File: config.mk
export PLATFORM = sky130hd
export DESIGN_NAME = inst_fetcher_flat
export DESIGN_NICKNAME = d
export VERILOG_FILES = /design/src/rtl/inst_fetcher_if.sv /design/src/rtl/inst_fetcher.sv /design/src/flat_wrapper.sv
export SDC_FILE = /design/constraint.sdc
export NUM_CORES = 1
export LEC_CHECK = 0
export CAP_MARGIN = 20
export CORE_MARGIN = 3
export CORE_UTILIZATION = 50
export CTS_BUF_LIST = sky130_fd_sc_hd__clkbuf_8
export CTS_CLUSTER_DIAMETER = 30
export CTS_CLUSTER_SIZE = 24
export DETAILED_ROUTE_END_ITERATION = 16
export PLACE_DENSITY_LB_ADDON = 0.15
export SYNTH_ARGS = -nofsm -noshare
export SYNTH_HDL_FRONTEND = slang
export SYNTH_SLANG_ARGS = --single-unit
File: constraint.sdc
create_clock -name clk -period 5.7 [get_ports clk]
set_clock_uncertainty 0.2 [all_clocks]
set_input_delay 0.855 -clock clk [delete_from_list [all_inputs] [get_ports clk]]
set_output_delay 0.855 -clock clk [all_outputs]
set_load 0.1 [all_outputs]
File: src/rtl/inst_fetcher_if.sv
// Fetch-unit bus bundle: redirect input, instruction memory request/response,
// and the push port into the downstream instruction queue.
interface inst_fetcher_if;
    logic        redirect_valid;
    logic [31:0] redirect_pc;
    logic        ireq_valid;
    logic        ireq_ready;
    logic [31:0] ireq_addr;
    logic        iresp_valid;
    logic [31:0] iresp_inst;
    logic        qwready;
    logic        qwvalid;
    logic [63:0] qwdata;
    logic        qkill;

    // Fetcher side
    modport master (
        input  redirect_valid, redirect_pc, ireq_ready, iresp_valid, iresp_inst, qwready,
        output ireq_valid, ireq_addr, qwvalid, qwdata, qkill
    );

    // Environment side (memory, queue, redirect source)
    modport slave (
        output redirect_valid, redirect_pc, ireq_ready, iresp_valid, iresp_inst, qwready,
        input  ireq_valid, ireq_addr, qwvalid, qwdata, qkill
    );
endinterface

File: src/rtl/inst_fetcher.sv
// Single-outstanding instruction fetcher: requests one word at pc, waits for the
// response, pushes {pc, inst} downstream, then moves on. Redirects take priority
// over everything and flush the downstream queue via qkill.
module inst_fetcher #(
    parameter logic [31:0] RESET_PC = 32'h0000_0000
) (
    input logic            clk,
    input logic            rst_n,
    inst_fetcher_if.master fif
);

    localparam logic [1:0] StIdle = 2'd0;
    localparam logic [1:0] StReq  = 2'd1;
    localparam logic [1:0] StWait = 2'd2;
    localparam logic [1:0] StPush = 2'd3;

    logic [1:0]  state_q, state_d;
    logic [31:0] pc_q, pc_d;
    logic        discard_q, discard_d;
    logic [63:0] buffer_q, buffer_d;

    logic        redirect;
    logic [31:0] redirect_pc_aligned;

    assign redirect            = fif.redirect_valid;
    assign redirect_pc_aligned = {fif.redirect_pc[31:2], 2'b00};

    // Outputs: a redirect cycle suppresses both request and push.
    always_comb begin
        fif.ireq_valid = (state_q == StReq) && !redirect;
        fif.ireq_addr  = pc_q;
        fif.qwvalid    = (state_q == StPush) && !redirect;
        fif.qwdata     = buffer_q;
        fif.qkill      = redirect;
    end

    // Next-state logic; redirect handling sits first in every state.
    always_comb begin
        state_d   = state_q;
        pc_d      = pc_q;
        discard_d = discard_q;
        buffer_d  = buffer_q;
        unique case (state_q)
            StIdle: begin
                state_d = StReq;
                if (redirect) pc_d = redirect_pc_aligned;
            end
            StReq: begin
                if (redirect) begin
                    pc_d = redirect_pc_aligned;
                end else if (fif.ireq_ready) begin
                    state_d = StWait;
                end
            end
            StWait: begin
                if (redirect) begin
                    pc_d = redirect_pc_aligned;
                    if (fif.iresp_valid) begin
                        // The in-flight response is consumed (and dropped) right now.
                        discard_d = 1'b0;
                        state_d   = StReq;
                    end else begin
                        // Response still in flight; remember to drop it.
                        discard_d = 1'b1;
                    end
                end else if (fif.iresp_valid) begin
                    if (discard_q) begin
                        discard_d = 1'b0;
                        state_d   = StReq;
                    end else begin
                        buffer_d = {pc_q, fif.iresp_inst};
                        pc_d     = pc_q + 32'd4;
                        state_d  = StPush;
                    end
                end
            end
            StPush: begin
                if (redirect) begin
                    pc_d    = redirect_pc_aligned;
                    state_d = StReq;
                end else if (fif.qwready) begin
                    state_d = StReq;
                end
            end
            default: state_d = StIdle;
        endcase
    end

    // State registers with asynchronous active-low reset.
    always_ff @(posedge clk or negedge rst_n) begin
        if (!rst_n) begin
            state_q   <= StIdle;
            pc_q      <= RESET_PC;
            discard_q <= 1'b0;
            buffer_q  <= 64'd0;
        end else begin
            state_q   <= state_d;
            pc_q      <= pc_d;
            discard_q <= discard_d;
            buffer_q  <= buffer_d;
        end
    end

endmodule

File: src/flat_wrapper.sv
// flat-port wrapper written by rule: the top's interface ports become plain ports
module inst_fetcher_flat 
#(
    parameter logic [31:0] RESET_PC = 32'h0000_0000
)
  (clk, rst_n, fif_redirect_valid, fif_redirect_pc, fif_ireq_ready, fif_iresp_valid, fif_iresp_inst, fif_qwready, fif_ireq_valid, fif_ireq_addr, fif_qwvalid, fif_qwdata, fif_qkill);
  inst_fetcher_if fif_i ();
  input logic clk;
  input logic rst_n;
  input wire logic [$bits(fif_i.redirect_valid)-1:0] fif_redirect_valid;
  input wire logic [$bits(fif_i.redirect_pc)-1:0] fif_redirect_pc;
  input wire logic [$bits(fif_i.ireq_ready)-1:0] fif_ireq_ready;
  input wire logic [$bits(fif_i.iresp_valid)-1:0] fif_iresp_valid;
  input wire logic [$bits(fif_i.iresp_inst)-1:0] fif_iresp_inst;
  input wire logic [$bits(fif_i.qwready)-1:0] fif_qwready;
  output wire logic [$bits(fif_i.ireq_valid)-1:0] fif_ireq_valid;
  output wire logic [$bits(fif_i.ireq_addr)-1:0] fif_ireq_addr;
  output wire logic [$bits(fif_i.qwvalid)-1:0] fif_qwvalid;
  output wire logic [$bits(fif_i.qwdata)-1:0] fif_qwdata;
  output wire logic [$bits(fif_i.qkill)-1:0] fif_qkill;
  assign fif_i.redirect_valid = fif_redirect_valid;
  assign fif_i.redirect_pc = fif_redirect_pc;
  assign fif_i.ireq_ready = fif_ireq_ready;
  assign fif_i.iresp_valid = fif_iresp_valid;
  assign fif_i.iresp_inst = fif_iresp_inst;
  assign fif_i.qwready = fif_qwready;
  assign fif_ireq_valid = fif_i.ireq_valid;
  assign fif_ireq_addr = fif_i.ireq_addr;
  assign fif_qwvalid = fif_i.qwvalid;
  assign fif_qwdata = fif_i.qwdata;
  assign fif_qkill = fif_i.qkill;
  inst_fetcher #(.RESET_PC(RESET_PC)) u_core (.clk(clk), .rst_n(rst_n), .fif(fif_i));
endmodule
**Word level (Yosys, flattened, before mapping)**

Index checks and enable logic that the tools add are counted.

- Add/sub/neg operators: 1
- Equality and inequality tests: 10
- Muxes and demuxes: 17
- Bitwise operators: 2
- Reductions and logical operators: 10

Operator list:

| cell | number |
|---|---|
| 32-bit two-way mux | 4 |
| 32-bit case mux with 2 select lines | 1 |
| 32-bit by 3-bit adder with 32-bit output (second input constant) | 1 |
| 2-bit two-way mux | 8 |
| 3-bit inequality test (second input constant) | 3 |
| 2-bit case mux with 4 select lines | 1 |
| 4-bit AND reduction | 2 |
| 2-bit inequality test (second input constant) | 3 |
| 2-bit == test (second input constant) | 2 |
| 1-bit two-way mux | 3 |
| 3-bit AND reduction | 1 |
| 3-bit OR reduction | 1 |
| 2-bit by 1-bit == test with 1-bit output (second input constant) | 1 |
| 1-bit logical AND | 2 |
| 2-bit logical NOT | 1 |
| 2-bit by 1-bit inequality test with 1-bit output (second input constant) | 1 |
| 1-bit NOT | 2 |
| 2-bit AND reduction | 1 |
| 2-bit nonzero test | 1 |
| 1-bit logical NOT | 1 |

- Register bits after elaboration: 99
- Input port bits: 70
- Output and inout port bits: 99
- Logic and storage cells: 44

**Longest topological paths before layout**

Gate-level depths: netlist of the first run.

- Word-level depth: 5
- Mapped depth: 8
- Depth with buffers taken out: 6

**Worst setup path before layout of the first run**

OpenSTA, ideal clock, no wires.

- Kind: input-to-output
- Start: input fif_redirect_valid
- End: output fif_ireq_valid
- Arrival: 2.512 ns
- Data required time: 4.645 ns
- Slack: 2.133 ns
- Cell stages on the path: 3
- Buffers on the path: 2
- Cell sequence: buf_6 -> clkbuf_1 -> nor2b_1

- Word-level cells in the longest chain between the ends: 2

RTL lines:

| item | RTL line | text |
|---|---|---|
| start: declaration | flat_wrapper.sv:10 | `input wire logic [$bits(fif_i.redirect_valid)-1:0] fif_redirect_valid;` |
| 1-bit logical NOT | inst_fetcher.sv:30 | `fif.ireq_valid = (state_q == StReq) && !redirect;` |
| 1-bit logical AND | inst_fetcher.sv:30 |  |
| end: declaration | flat_wrapper.sv:16 | `output wire logic [$bits(fif_i.ireq_valid)-1:0] fif_ireq_valid;` |

No other way between the ends.

**Worst setup path after layout of the first run**

- Start: input fif_redirect_valid
- End: output fif_qwvalid

- Word-level cells in the longest chain between the ends: 2

RTL lines:

| item | RTL line | text |
|---|---|---|
| 1-bit logical NOT | inst_fetcher.sv:32 | `fif.qwvalid = (state_q == StPush) && !redirect;` |
| 1-bit logical AND | inst_fetcher.sv:32 |  |
| end: declaration | flat_wrapper.sv:18 | `output wire logic [$bits(fif_i.qwvalid)-1:0] fif_qwvalid;` |

No other way between the ends.

==> results.md, run 1 <==
* Upper clock frequency limit at 0.2375 GHz
* Most area-consuming cells after synthesis: dfrtp_1, nand2_1, clkbuf_1, a21oi_1, nand3_1
* Worst slack, placed at 1.519 ns
* Worst Path Arrival at 3.16 ns
* EDFF count, synth at 0
* FF+latch count, synth at 95
* Worst Hold Class: in -> async
* Height of the die at 101.5 um
* Slew margin rel. at 31.10%
* CTS Hold Bufs at 0
* Peak fanout along the critical path at 21
* Core ar. at 0.008806 mm2
* Global-route wire length before repair at 20.52 mm
* Avg WL per Cell at 16.43 um
* Setup WS post-layout at 1.489 ns
* Area grow syn2layout at 40.14%
* Power share of the clock group at 10.1%
* I/O Buffers at 162
* Post-Synthesis Cells at 525
* P_sw at 2471 uW
* Initial DRC count at 300
* Crit Path Class: in -> out
* Pwr per Cell Area at 644.9 mW/mm2
* Flop pwr share at 26.2%
* # nets final at 745
* Pre-Repair DR Iteration Count at 5
* Placed Cells at 767
* Detail Route Antenna Nets at 0
* DRC at 0
* Slew Limit Fails at 0
* Max_cap viols at 0
* Vias in the first global route at 4104
* DRT Wirelength at 12.88 mm
* Post-synthesis async set-or-reset flop share at 100.0%
* Clk buf depth at 2
* Startpoint Class: input pin
* Fin cells at 784
* Total chip power at 4124 uW
* Fillcell total at 674
* Share of layout cells above drive strength 1 at 5.769%
* Postcts setup bufs at 0
* Clk_lat worst skew at 0.36 ns
* Post-CTS sizing at 0
* Via count at 4344
* # setup viols final at 0
* Max rail drop VDD at 0.4169 mV
* Final period demand of the worst path at 4.211 ns
* DR vias/cell at 5.541
* CTS Buf Count at 9
* Sink Count at 95
* Slew @ Worst Pin at 1.030 ns
* Initial antenna violation count at 0
* Yosys top cell area share at 52.10%
* Initial Util at 51.82%
* Total GRT Usage at 25.21%
* Netlist cell types at 65
* RD Place Congestion at 0.8872
* Fin. Hold Viols at 0
* Internal Pwr Total at 1653 uW
* TritonCTS clock tree: done
* Hold WS at 0.2114 ns
* Ant diodes at 0
* Register area share after synthesis at 52.10%
* Post-synth top area cell: dfrtp_1
* Overflow after GRT at 0
* Pleak at 0.002862 uW
* Ys flop type: dfrtp_1
* Switching share of power at 59.92%
* Crit. End Element: output pin
* Die Wd at 101.5 um
* Setup TNS at 0 ns
* Largest net degree at the start of global routing at 66
* Netlist Area Pre-Place at 0.004563 mm2
* Clk slew on worst S/H paths at 0.09 ns
* Io pins at 169
* CP required at 4.64 ns
* FP Rows at 34
* Root buffer cell: clkbuf_8
* Die area at 0.01031 mm2
* RSZ-0062 raised after global routing: false
* Ys Warns at 0
* Run status: completed
* Combinational share of power at 63.6%
* DP HPWL at 9.236 mm
* H-tree levels at 3
* Avg Cell Area, Syn at 8.692 um2
* Final period util at 73.87%
==> metrics by stage <==
| stage | utilization, % | instance area (um2) |
|---|---|---|
| after floorplan | - | 4574 |
| after global placement | 70.40 | 6200 |
| after detailed placement | 70.40 | 6200 |
| after CTS | 72.49 | 6384 |
| after global routing | 72.62 | 6395 |
| final | 72.62 | 6395 |
==> power by group through the flow <==
stage / Clock (uW) / Sequential (uW) / Combinational (uW)
2_1_floorplan: 0 / 2710 / 370
3_3_place_gp: 0 / 1080 / 2600
3_5_place_dp: 0 / 1090 / 2630
4_1_cts: 427 / 1080 / 2640
5_1_grt: 457 / 1110 / 2720
6_report: 418 / 1080 / 2620
==> routing by layer <==
metal  GRT usage [%]  wire [um]
met1           34.68       5569
met2           40.54       6152
met3           6.061       1044
met4           6.339        115
met5               0          0
==> worst paths after layout <==
path,from,end,slack (ns),depth (start not counted)
worst max-delay path,fif_redirect_valid,fif_qwvalid,1.49,4
worst min-delay path,rst_n,u_core.fif.qwdata[1],0.21,1
worst max register to register,u_core.state_q[0],u_core.fif.ireq_addr[30],2.77,6
worst min register to register,u_core.fif.qwdata[47],u_core.fif.qwdata[47],0.28,2
max in group asynchronous,rst_n,u_core.fif.ireq_addr[31],3.90,2
min in group clk,u_core.fif.qwdata[47],u_core.fif.qwdata[47],0.28,2
==> layout by cell type (no fill, tap or decap), types with 3 or more instances in the layout <==
| master | netlist | layout |
|---|---|---|
| nand2_1 | 214 | 214 |
| clkdlybuf4s50_1 | 0 | 161 |
| dfrtp_1 | 95 | 95 |
| nor2_1 | 21 | 21 |
| nand3_1 | 16 | 16 |
| a21oi_1 | 16 | 16 |
| o21ai_0 | 12 | 12 |
| clkbuf_8 | 0 | 11 |
| nand4_1 | 10 | 10 |
| a31oi_1 | 7 | 7 |
| buf_4 | 8 | 7 |
| inv_1 | 5 | 6 |
| or4_1 | 6 | 6 |
| and4_1 | 5 | 5 |
| nor3_1 | 5 | 5 |
| nor2b_1 | 4 | 4 |
| o32ai_1 | 4 | 4 |
| o31ai_1 | 4 | 4 |
| ha_1 | 4 | 4 |
| conb_1 | 1 | 4 |
| and3_1 | 3 | 3 |
| and2_1 | 3 | 3 |
| o211ai_1 | 3 | 3 |
| xnor2_1 | 3 | 3 |
==> critical path: stages <==
cell             delay (ns)
clkdlybuf4s50_1        0.61
buf_4                  0.32
nor2b_1                0.20
clkdlybuf4s50_1        1.17
==> cells in the mapped netlist, types with 3 or more instances <==
master	number
o32ai_1	4
or4_1	6
nand3_1	16
xnor2_1	3
nand4_1	10
a21oi_1	16
and2_1	3
nor3_1	5
dfrtp_1	95
clkbuf_1	22
nor2b_1	4
nor2_1	21
buf_4	8
and3_1	3
o211ai_1	3
buf_2	4
inv_1	5
and4_1	5
nand2_1	214
a31oi_1	7
o31ai_1	4
ha_1	4
o21ai_0	12
==> logic make-up (layout without fill, tap and decap cells) <==
kind of cell	Yosys count	in the layout	synth area share [%]
muxes	2	2	0.4387
DFF	95	95	52.10
adders and majority gates	4	4	1.097
buffers and inverters	43	191	4.661
other	1	4	0.08218
AOI/OAI and AO/OA	72	72	11.02
xor gates and xnor gates	5	5	0.9599
and+or+nand+nor	303	303	29.64
==> registers in the layout (all words and copies together), names as in the netlist <==
register	count
u_core.discard_q	1
u_core.fif.ireq_addr	30
u_core.fif.qwdata	62
u_core.state_q	2
==> cell type report <==
cell class | instances | area [um2] | area share [%]
clock buffer | 11 | 151.4 | 2.367
clock inverter | 5 | 32.53 | 0.5087
multi-input combinational | 390 | 2001 | 31.29
tap | 108 | 135.1 | 2.113
inverter | 6 | 22.52 | 0.3522
timing repair buffer | 169 | 1675 | 26.20
sequential | 95 | 2377 | 37.17
(Power assumes the default switching activity.)
==> run 2, diff against run 1 <==
- CORE_UTILIZATION: 50 -> 42
- clock period: 5.7 -> 3.75 ns (I/O delays scaled with it)
==> run 2 against run 1 <==
  * Die area is 18% higher
  * Critical path depth is 3 lower
  * Cell count is 4.0% higher
  * Wire length is 2.5% higher
  * Power is 56% higher
  * Sequential share of layout area is 0.78 points lower
  * Non-clock buffer count is 3 higher
  * Core utilization is 10 points lower
  * Critical endpoint is now fif_ireq_addr[5]
  * Largest power group unchanged
==> results.md, run 2 (synthesized netlist as in run 1, its figures left out) <==
* DRC at 0
* Height of the die at 110.2 um
* RD Place Congestion at 0.8391
* Slew margin rel. at 32.86%
* Die Wd at 110.2 um
* Pleak at 0.002918 uW
* Root buffer cell: clkbuf_8
* Pre-Repair DR Iteration Count at 5
* Slew @ Worst Pin at 1.004 ns
* DR vias/cell at 5.293
* CP top delay family: buffers and inverters
* Postcts setup bufs at 0
* Worst Path Arrival at 2.08 ns
* Crit. End Element: output pin
* TritonCTS clock tree: done
* Crit Path Class: reg -> out
* Slew Limit Fails at 0
* Largest net degree at the start of global routing at 64
* CP max stage delay at 1.20 ns
* Clk buf depth at 2
* DRT Wirelength at 13.20 mm
* Vias in the first global route at 4213
* Max reg flops at 62
* R2R Setup Slk at 1.11 ns
* Initial antenna violation count at 0
* # nets final at 748
* Flip-flop and latch area at 0.002377 mm2
* Clk_lat worst skew at 0.36 ns
* Via count at 4314
* Overflow after GRT at 0
* Global-route wire length before repair at 21.02 mm
* Core ar. at 0.01046 mm2
* Clk slew on worst S/H paths at 0.09 ns
* Io pins at 169
* CP Cell Sequence: clkdlybuf4s50_1
* Area grow syn2layout at 43.16%
* Placed Cells at 799
* Total GRT Usage at 21.97%
* Post-CTS sizing at 0
* Worst Hold Class: in -> async
* Area of the multi-input gates at 0.002001 mm2
* Worst R2R Path Depth at 6
* FP Rows at 37
* DP HPWL at 9.397 mm
* Share of layout cells above drive strength 1 at 6.775%
* Avg WL per Cell at 16.20 um
* # setup viols final at 0
* Fin cells at 815
* FF-to-FF End: u_core.fif.ireq_addr[18]
* Initial Util at 43.61%
* Most frequent cells in the layout: nand2_1, clkdlybuf4s50_1, dfrtp_1, nor2_1
* Ant diodes at 0
* CTS Buf Count at 9
* Sink Count at 95
* Fin. Hold Viols at 0
* Max rail drop VDD at 0.7224 mV
* Final period demand of the worst path at 2.841 ns
* Most common cell after layout, fill and taps aside: nand2_1
* Die area at 0.01215 mm2
* Final period util at 75.77%
* CTS Hold Bufs at 0
* Max_cap viols at 0
* Startpoint Class: flop
* Hold WS at 0.06172 ns
* Detail Route Antenna Nets at 0
* Fillcell total at 930
* FF-to-FF Start: u_core.state_q[0]
* H-tree levels at 3
* Pwr per Cell Area at 984.6 mW/mm2
* CP required at 2.99 ns
* RSZ-0062 raised after global routing: false
* Setup TNS at 0 ns
* Upper clock frequency limit at 0.3520 GHz
* Run status: completed
* Peak fanout along the critical path at 8
* Slowest stage cell, crit path: clkdlybuf4s50_1
* Worst slack, placed at 0.7966 ns
* I/O Buffers at 162
* Initial DRC count at 317
* CP bufs+invs at 1
* Total chip power at 6432 uW
* Setup WS post-layout at 0.9088 ns
run 2: worst max-delay path by stage:
| stage | cells past startpoint | to | slack, ns | startpoint |
|---|---|---|---|---|
| 2_1_floorplan | 3 | fif_ireq_valid | 0.77 | fif_redirect_valid |
| 3_3_place_gp | 8 | u_core.fif.qwdata[46] | 0.82 | fif_redirect_valid |
| 3_5_place_dp | 8 | u_core.fif.qwdata[46] | 0.80 | fif_redirect_valid |
| 4_1_cts | 1 | fif_ireq_addr[25] | 0.90 | u_core.fif.ireq_addr[25] |
| 5_1_grt | 1 | fif_ireq_addr[17] | 0.82 | u_core.fif.ireq_addr[17] |
| 6_report | 1 | fif_ireq_addr[5] | 0.91 | u_core.fif.ireq_addr[5] |
run 2: cell type report:
| type | instances | share of cell area [%] |
|---|---|---|
| sequential | 95 | 36.39 |
| multi-input combinational | 390 | 30.63 |
| timing repair buffer | 172 | 26.39 |
| tap | 136 | 2.605 |
| clock buffer | 11 | 2.318 |
| clock inverter | 5 | 1.322 |
| inverter | 6 | 0.3448 |
run 2: worst register-to-register path, cell delays in order (launching register included):
cell and delay [ns]:
dfrtp_1 0.42, inv_1 0.10, ha_1 0.30, nand3b_1 0.41, nor3_1 0.69, a311o_1 0.28, o221a_2 0.17
run 2: power breakdown:
group	internal, uW	switching [uW]
combinational	874	3140
clock	418	369
sequential	1380	258
total	2670	3760
run 2: per-stage QoR:
step / utilization, % / area (um2)
floorplan: - / 4574
global placement: 60.17 / 6295
detailed placement: 60.17 / 6295
CTS: 62.44 / 6533
global route: 62.44 / 6533
finish: 62.44 / 6533
run 2: metal layers:
layer  vias up  wire length [um]  global-route usage (%)
li1       2064                 -                       -
met1      2038              5602                   28.79
met2       193              6147                   36.40
met3        19              1258                   5.242
met4         0               193                   6.332
met5         -                 0                       0
==> run 3, diff against run 2 <==
- CORE_UTILIZATION: 42 -> 46
- clock period: 3.75 -> 2.9 ns (I/O delays scaled with it)
==> run 3 against run 2 <==
  * Non-clock buffer count grew 4
  * Die area down 8.2%
  * Final area down 3.7%
  * Register-to-register slack got worse by 0.72 ns
  * Sequential power rose by 30%
  * Cell count down 0.49%
  * Highest routed layer unchanged
==> results.md, run 3 (synthesized netlist as in run 1, its figures left out) <==
* Hold WS at 0.2823 ns
* Internal Pwr Total at 3162 uW
* Sink Count at 95
* Fin cells at 811
* Initial DRC count at 256
* P_sw at 4885 uW
* Vias in the first global route at 4270
* Ant diodes at 0
* Io pins at 169
* Root buffer cell: clkbuf_8
* Worst Path Arrival at 2.56 ns
* Global-route met1 utilization at 31.92%
* Height of the die at 105.6 um
* RSZ-0062 raised after global routing: false
* Max_cap viols at 0
* CTS Buf Count at 9
* Share of layout cells above drive strength 1 at 20.53%
* Detail Route Antenna Nets at 0
* I/O Buffers at 162
* Upper clock frequency limit at 0.3990 GHz
* Placed Cells at 795
* Total chip power at 8047 uW
* Crit. End Element: flop
* Die area at 0.01115 mm2
* Power share of the clock group at 10.9%
* DR vias/cell at 5.472
* Global-route wire length before repair at 21.83 mm
* Combinational share of power at 62.6%
* Overflow after GRT at 0
* Finished Core Util at 66.53%
* Setup TNS at 0 ns
* Fillcell total at 830
* Peak fanout along the critical path at 13
* Clk_lat worst skew at 0.36 ns
* Fin. Hold Viols at 0
* Final period demand of the worst path at 2.507 ns
* Slew Limit Fails at 0
* Max rail drop VDD at 0.8079 mV
* Slew margin rel. at 38.30%
* FP Rows at 35
* Largest net degree at the start of global routing at 56
* Worst Hold Class: reg -> reg
* Most common cell after layout, fill and taps aside: nand2_1
* M3 GR Usage at 6.124%
* Via count at 4438
* Pleak at 0.003034 uW
* H-tree levels at 3
* Initial antenna violation count at 0
* Startpoint Class: flop
* GRT busiest layer: met2
* Total GRT Usage at 24.13%
* Met2 Use GR at 39.39%
* Initial Util at 48.24%
* Core ar. at 0.009459 mm2
* Pre-Repair DR Iteration Count at 5
* # setup viols final at 0
* DRT Wirelength at 13.22 mm
* DRC at 0
* Clk buf depth at 2
* TritonCTS clock tree: done
* Post-CTS sizing at 0
* # nets final at 752
* Crit Path Class: reg -> reg
* Final period util at 86.43%
* Avg WL per Cell at 16.31 um
* Switching share of power at 60.71%
* Run status: completed
* Pwr per Cell Area at 1279 mW/mm2
* RD Place Congestion at 0.8525
* Clk slew on worst S/H paths at 0.10 ns
* Slew @ Worst Pin at 0.9220 ns
* Flop pwr share at 26.5%
* Die Wd at 105.6 um
* Area grow syn2layout at 37.92%
* Most frequent cells in the layout: nand2_1, buf_4, dfrtp_1, clkdlybuf4s50_1, nor2_1
* CP required at 2.95 ns
* Max reg flops at 62
* DP HPWL at 9.691 mm
run 3: changes by cell type in the layout (fill, tap and decap cells not counted), sizes merged:
cell and change:
buf +95, clkdlybuf4s50 -92, clkbuf -2, bufinv -1, clkinv +1, clkinvlp +1, dlygate4sd3 +1
run 3: power by group through the flow:
stage	sequential (uW)	combinational, uW	clock [uW]
after global placement	2130	5000	0
after CTS	2130	5070	901
after detailed placement	2160	5060	0
after global routing	2210	5230	959
final	2130	5040	875
after floorplan	5320	726	0
run 3: final cells by class:
cell class | count | area, um2 | area share [%]
inverters | 6 | 22.52 | 0.3579
clock inverters | 6 | 68.82 | 1.093
repair buffers | 176 | 1539 | 24.45
multi-input cells | 390 | 2001 | 31.79
flip-flops and latches | 95 | 2377 | 37.77
well taps | 129 | 161.4 | 2.565
clock buffers | 9 | 123.9 | 1.968
run 3: repair_timing:
action	4_1_cts	5_1_grt
endpoints found under the hold margin	40	0
setup endpoints to repair	0	0
setup buffers	0	0
hold buffers	1	0
run 3: worst max-delay path, stage by stage (launching register included):
cell and delay (ns):
dfrtp_1 0.39, inv_1 0.08, ha_1 0.29, and3b_1 0.37, nor2_1 0.76, a21oi_1 0.08
o22a_2 0.24
run 3: per-stage QoR:
step	instance area, um2	setup slack [ns]
global placement	6091	0.3095
detailed placement	6091	0.2631
finish	6294	0.3934
floorplan	4574	0.08528
global route	6294	0.2798
CTS	6294	0.4191
run 3: worst paths after layout:
check | startpoint | end | slack [ns] | cells after the start
min in group asynchronous | rst_n | u_core.fif.qwdata[14] | 0.41 | 2
min reg2reg | u_core.fif.qwdata[6] | u_core.fif.qwdata[6] | 0.28 | 2
max in group asynchronous | rst_n | u_core.fif.ireq_addr[18] | 1.40 | 3
max | u_core.state_q[0] | u_core.fif.ireq_addr[11] | 0.39 | 6
min | u_core.fif.qwdata[6] | u_core.fif.qwdata[6] | 0.28 | 2
max reg2reg | u_core.state_q[0] | u_core.fif.ireq_addr[11] | 0.39 | 6
run 3: routing by layer:
layer / wire length, um / up-vias
li1: - / 2078
met1: 5585 / 2132
met2: 6336 / 203
met3: 1063 / 25
met4: 238 / 0
met5: 0 / -
